===== config.mk =====
export PLATFORM = sky130hd
export DESIGN_NAME = add
export DESIGN_NICKNAME = d
export VERILOG_FILES = /design/src/rtl/add_pkg.sv /design/src/rtl/add_full_adder.sv /design/src/rtl/add.sv
export SDC_FILE = /design/constraint.sdc
export NUM_CORES = 1
export LEC_CHECK = 0
export ABC_AREA = 1
export ABC_CLOCK_PERIOD_IN_PS = 30400
export CORE_ASPECT_RATIO = 0.8
export CORE_MARGIN = 4
export CORE_UTILIZATION = 34
export DETAILED_ROUTE_END_ITERATION = 12
export GPL_ROUTABILITY_DRIVEN = 0
export PLACE_DENSITY = 0.76
export SYNTH_ARGS = -nofsm -noshare
export SYNTH_HDL_FRONTEND = slang
export SYNTH_SLANG_ARGS = --single-unit

===== constraint.sdc =====
create_clock -name clk -period 30.4 [get_ports clk]
set_input_delay 6.08 -clock clk [delete_from_list [all_inputs] [get_ports clk]]
set_output_delay 6.08 -clock clk [all_outputs]
set_load 0.01 [all_outputs]

===== src/rtl/add_pkg.sv =====
// rtl/add_pkg.sv - shared width constant for the datapath adder
package add_pkg;
  localparam int ADD_WIDTH = 64;
endpackage


===== src/rtl/add_full_adder.sv =====
// rtl/add_full_adder.sv - one-bit full adder cell for the ripple chain
module full_adder (
  input  logic a,
  input  logic b,
  input  logic cin,
  output logic s,
  output logic cout
);

  assign s    = a ^ b ^ cin;
  assign cout = (a & b) | (a & cin) | (b & cin);

endmodule


===== src/rtl/add.sv =====
// rtl/add.sv - registered unsigned ripple-carry adder with carry-out
module add
  import add_pkg::*;
#(
  parameter int WIDTH = ADD_WIDTH
) (
  input  logic             clk,
  input  logic             rst_n,
  input  logic [WIDTH-1:0] A,
  input  logic [WIDTH-1:0] B,
  output logic [WIDTH-1:0] Y,
  output logic             cout
);

  logic [WIDTH:0]   carry;
  logic [WIDTH-1:0] sum;

  // No carry-in port: the chain always starts from zero.
  assign carry[0] = 1'b0;

  for (genvar i = 0; i < WIDTH; i++) begin : g_chain
    full_adder u_fa (
      .a    (A[i]),
      .b    (B[i]),
      .cin  (carry[i]),
      .s    (sum[i]),
      .cout (carry[i+1])
    );
  end

  always_ff @(posedge clk) begin
    if (!rst_n) begin
      Y    <= '0;
      cout <= 1'b0;
    end else begin
      Y    <= sum;
      cout <= carry[WIDTH];
    end
  end

endmodule


* After elaboration in Yosys (flattened, before gate mapping)
Index checks and enable logic that the tools add are counted.
** Word-level totals
- Output and inout port bits :: 65
- Bits in registers :: 65
- Input bits :: 130
** Cells by class
- Bitwise logic cells :: 443
** Operator list (count)
- 1-bit AND :: 190
- 1-bit XOR :: 127
- 1-bit bitwise OR :: 126

* Depth between registers and ports, before layout
- Depth after elaboration :: 190
- Gate-level depth with buffers :: 66

* Cells and area by module
From an unflattened synthesis, not the netlist that was laid out.
** Second synthesis, totals
- Cell total of the unflattened synthesis :: 267
- Area total of the unflattened synthesis :: 3143.0 um^2
** By module, submodules not included
- add :: area each 1861.8 um^2, cells each 203, times used 1, seq. area each 1301.2 um^2
- full_adder :: area each 20.0 um^2, cells each 1, times used 64, seq. area each 0.0 um^2

* Least setup slack after synthesis
No wires, ideal clock.
- Path kind :: input to register
- Start :: in A[0]
- End :: reg Y[63]
- Buffers on the path :: 0
- Arrival :: 30.327 ns
- Data required time :: 30.336 ns
- Stages :: 66
- Library setup time :: 0.064 ns
- Path slack :: 0.009 ns
- Path through :: ha_1 > fa_1 > fa_1 > fa_1 > fa_1 > fa_1 > fa_1 > fa_1 > fa_1 > fa_1 > fa_1 > fa_1 > fa_1 > fa_1 > fa_1 > fa_1 > fa_1 > fa_1 > [... 30 more ...] > fa_1 > fa_1 > fa_1 > fa_1 > fa_1 > fa_1 > fa_1 > fa_1 > fa_1 > fa_1 > fa_1 > fa_1 > fa_1 > fa_1 > fa_1 > inv_1 > fa_1 > nor2_1
** On the way
- Longest elaborated chain between the ends :: 188
** RTL lines
- from (decl) :: RTL line add.sv:9 : input logic [WIDTH-1:0] A,
- 1-bit AND * :: RTL line add_full_adder.sv:11 : assign cout = (a & b) | (a & cin) | (b & cin);
- 1-bit AND :: RTL line add_full_adder.sv:11
- 1-bit bitwise OR :: RTL line add_full_adder.sv:11
- 1-bit bitwise OR * :: RTL line add_full_adder.sv:11
- 1-bit AND :: RTL line add_full_adder.sv:11
- 1-bit bitwise OR :: RTL line add_full_adder.sv:11
- 1-bit bitwise OR * :: RTL line add_full_adder.sv:11
- 1-bit AND :: RTL line add_full_adder.sv:11
- [... 172 more ...]
- 1-bit bitwise OR * :: RTL line add_full_adder.sv:11
- 1-bit AND :: RTL line add_full_adder.sv:11
- 1-bit bitwise OR :: RTL line add_full_adder.sv:11
- 1-bit bitwise OR * :: RTL line add_full_adder.sv:11
- 1-bit AND :: RTL line add_full_adder.sv:11
- 1-bit bitwise OR :: RTL line add_full_adder.sv:11
- 1-bit bitwise OR * :: RTL line add_full_adder.sv:11
- 1-bit XOR * :: RTL line add_full_adder.sv:10 : assign s = a ^ b ^ cin;
- to (signal assigned) :: RTL line add.sv:36 : Y <= sum;
- to (decl) :: RTL line add.sv:11 : output logic [WIDTH-1:0] Y,
Every way passes the cells marked *; elsewhere a longest branch is shown, timed or not.
A chain may end at the register's enable or synchronous reset.

* Worst setup path after layout
Ends and elaborated chain as after synthesis.

==> flow_summary_export.csv <==
group,metric,value,unit
cts,cts_repair_resize_count,23,
global_routing,grt_pass1_vias,2625,
yosys,async_flop_share,0,%
power,p_per_area,51.69,nW/um^2
route,routed_via_density,4.024,
route,wl_per_cell,13.85,um
timing,setup_slack,574.3,ps
critical_path,cp.arrival,30080,ps
status,outcome,"finished, final reports clean",
min_path,hp-class,"primary input to register",
timing,drv_slew,0,
yosys,ys_ff_latch,65,
placed_design,numPortBuffers,194,
placed_design,pre_cts_ws,-1462,ps
cells_and_area,n_antenna_cell,0,
global_routing,gr-total-overflow,0,
cells_and_area,final_core_util,61.55,%
yosys,ys_warn_count,0,
die,io_pins,195,
cts,post_cts_buffers,0,
cts,clkTransAtPathRegs,50,ps
global_routing,antenna_found_initial,0,
critical_path,critPathCaptureType,"register",
timing,slew_headroom,26.50,%
global_routing,grtUsageTotal,15.45,%
global_routing,grt_first_pass_wirelength,12630,um
route,drt_wl_total,8117,um
power,p_total,0.2876,mW
cells_and_area,fillers,761,
power,peakVddDrop,0.02657,mV
die,coreArea,9037,um^2
placed_design,dpl.hpwl,6857,um
cts,htree_levels,3,
yosys,syn-num-nets,462,
cts,clockRootBuffer,"clkbuf_16",
cells_and_area,fin_nets,660,
cells_and_area,area_delta_synth_final,76.64,%
cells_and_area,drive_above_1_share,11.04,%
yosys,yosysMostFrequentCell,"inv_1",
critical_path,cp_data_required_time,30660,ps
die,start_util,34.85,%
job,drv_cap,0,
critical_path,cpMaxStageDelayCell,"fa_1",
power,p_leak,2.538,nW
yosys,ys.flop_type,"dfxtp_1",
die,die_w,115.6,um
cts,cts_tree,"yes",
critical_path,startpoint_type,"primary input",
yosys,synth_cell_type_count,7,
yosys,synthTopCellsByArea,"dfxtp_1 41%, fa_1 40%, inv_1 8.0%",
timing,period_share,98.11,%
critical_path,critPathKind,"primary input to register",
yosys,syn_inst,268,
cts,clockBufferDepth,2,
die,die_area,10880,um^2
timing,hold_violations,0,
die,die_y,94.08,um
timing,setup_viol,0,
yosys,synth_area,3149,um^2
cells_and_area,final_area,5563,um^2
min_path,min_from,"B[0]",
cts,cts_buffers,9,
yosys,synth-seq-area-share,41.32,%
yosys,synth-edff-count,0,
yosys,syn_area_per_cell,11.75,um^2
route,drc,0,
yosys,yosysTopAreaCell,"dfxtp_1",
critical_path,critPathMaxStageDelay,410,ps
timing,max_freq,0.03353,GHz
critical_path,cp_max_fo,1,
placed_design,dpl_cell_area,5151,um^2
yosys,synth_top_area_share,41.32,%
die,row_count,31,
yosys,synthTopCellsByCount,"67 x inv_1, 65 x dfxtp_1, 63 x fa_1, 63 x nand2_1, 7 x buf_6",
timing,tightest_slew,1103,ps
timing,period_needed,29830,ps
min_path,hold_path_end,"Y[0]$_SDFF_PN0_",
cts,clkSinkCount,65,
route,ant_nets,0,
critical_path,crit_top_cell,"fa_2",
route,drtIter0Drc,45,
cts,postCtsHoldBufs,0,
global_routing,grt_max_degree,65,
route,vias,2358,
min_path,hold_depth,4,
route,firstDrtPassIters,4,
timing,timing.hold.ws,6453,ps
cells in the final DEF (no fill, tap or decap), types with 2 or more instances in the layout:
cell type / count
clkdlybuf4s50_1: 193
inv_1: 67
dfxtp_1: 65
nand2_1: 63
fa_2: 36
fa_1: 27
clkbuf_16: 9
nor2_1: 2
clkinv_2: 2
bufinv_16: 2
report_power, final:
| group | switching, mW | internal [mW] |
|---|---|---|
| Combinational | 0.0316 | 0.0470 |
| Clock | 0.0358 | 0.0738 |
| Sequential | 0.00279 | 0.0966 |
| Total | 0.0701 | 0.217 |
metrics by stage:
step | instances | TNS, ps
final | 586 | 0
after global routing | 586 | -9.134
after CTS | 586 | 0
after detailed placement | 570 | -4834
after global placement | 570 | -3093
after floorplan | 268 | 0
worst max-delay path: cells and delay by family:
kind / cells / cell delay (ps)
and+or+nand+nor: 1 / 100
adders and majority gates: 64 / 23400
buffers and inverters: 2 / 480
cell families (layout without fill, tap and decap cells):
family / Yosys count / after routing / share of synthesized area (%)
buffers and inverters: 74 / 277 / 10.49
DFF: 65 / 65 / 41.32
and+or+nand+nor: 65 / 65 / 7.748
adders and majority gates: 64 / 64 / 40.44
cell type report:
type / instances / area (um^2) / area share (%)
well taps: 115 / 143.9 / 2.587
flip-flops and latches: 65 / 1301 / 23.39
repair buffers: 194 / 1937 / 34.82
multi-input cells: 129 / 1608 / 28.90
inverters: 67 / 251.5 / 4.521
clock inverters: 5 / 78.83 / 1.417
clock buffers: 11 / 242.7 / 4.363
per-layer routing:
metal / vias up / global-route usage [%] / wire, um
li1: 1133 / - / -
met1: 1098 / 15.08 / 2704
met2: 115 / 28.90 / 4356
met3: 12 / 6.568 / 922
met4: 0 / 5.474 / 133
met5: - / 0 / 0
registers in the layout, summed over array words and instances, names as in the netlist:
| register | flops |
|---|---|
| Y | 64 |
| cout | 1 |
worst max-delay path by stage:
stage               from                to  slack (ps)  depth (start not counted)
finish              A[0]  Y[63]$_SDFF_PN0_         570                         67
global route        A[0]  Y[63]$_SDFF_PN0_          -9                         67
CTS                 A[0]  Y[63]$_SDFF_PN0_          20                         67
detailed placement  A[0]  Y[63]$_SDFF_PN0_       -1460                         67
global placement    A[0]  Y[63]$_SDFF_PN0_       -1120                         67
floorplan           A[0]  Y[63]$_SDFF_PN0_           9                         66
Power figures use the tool's default switching activity.
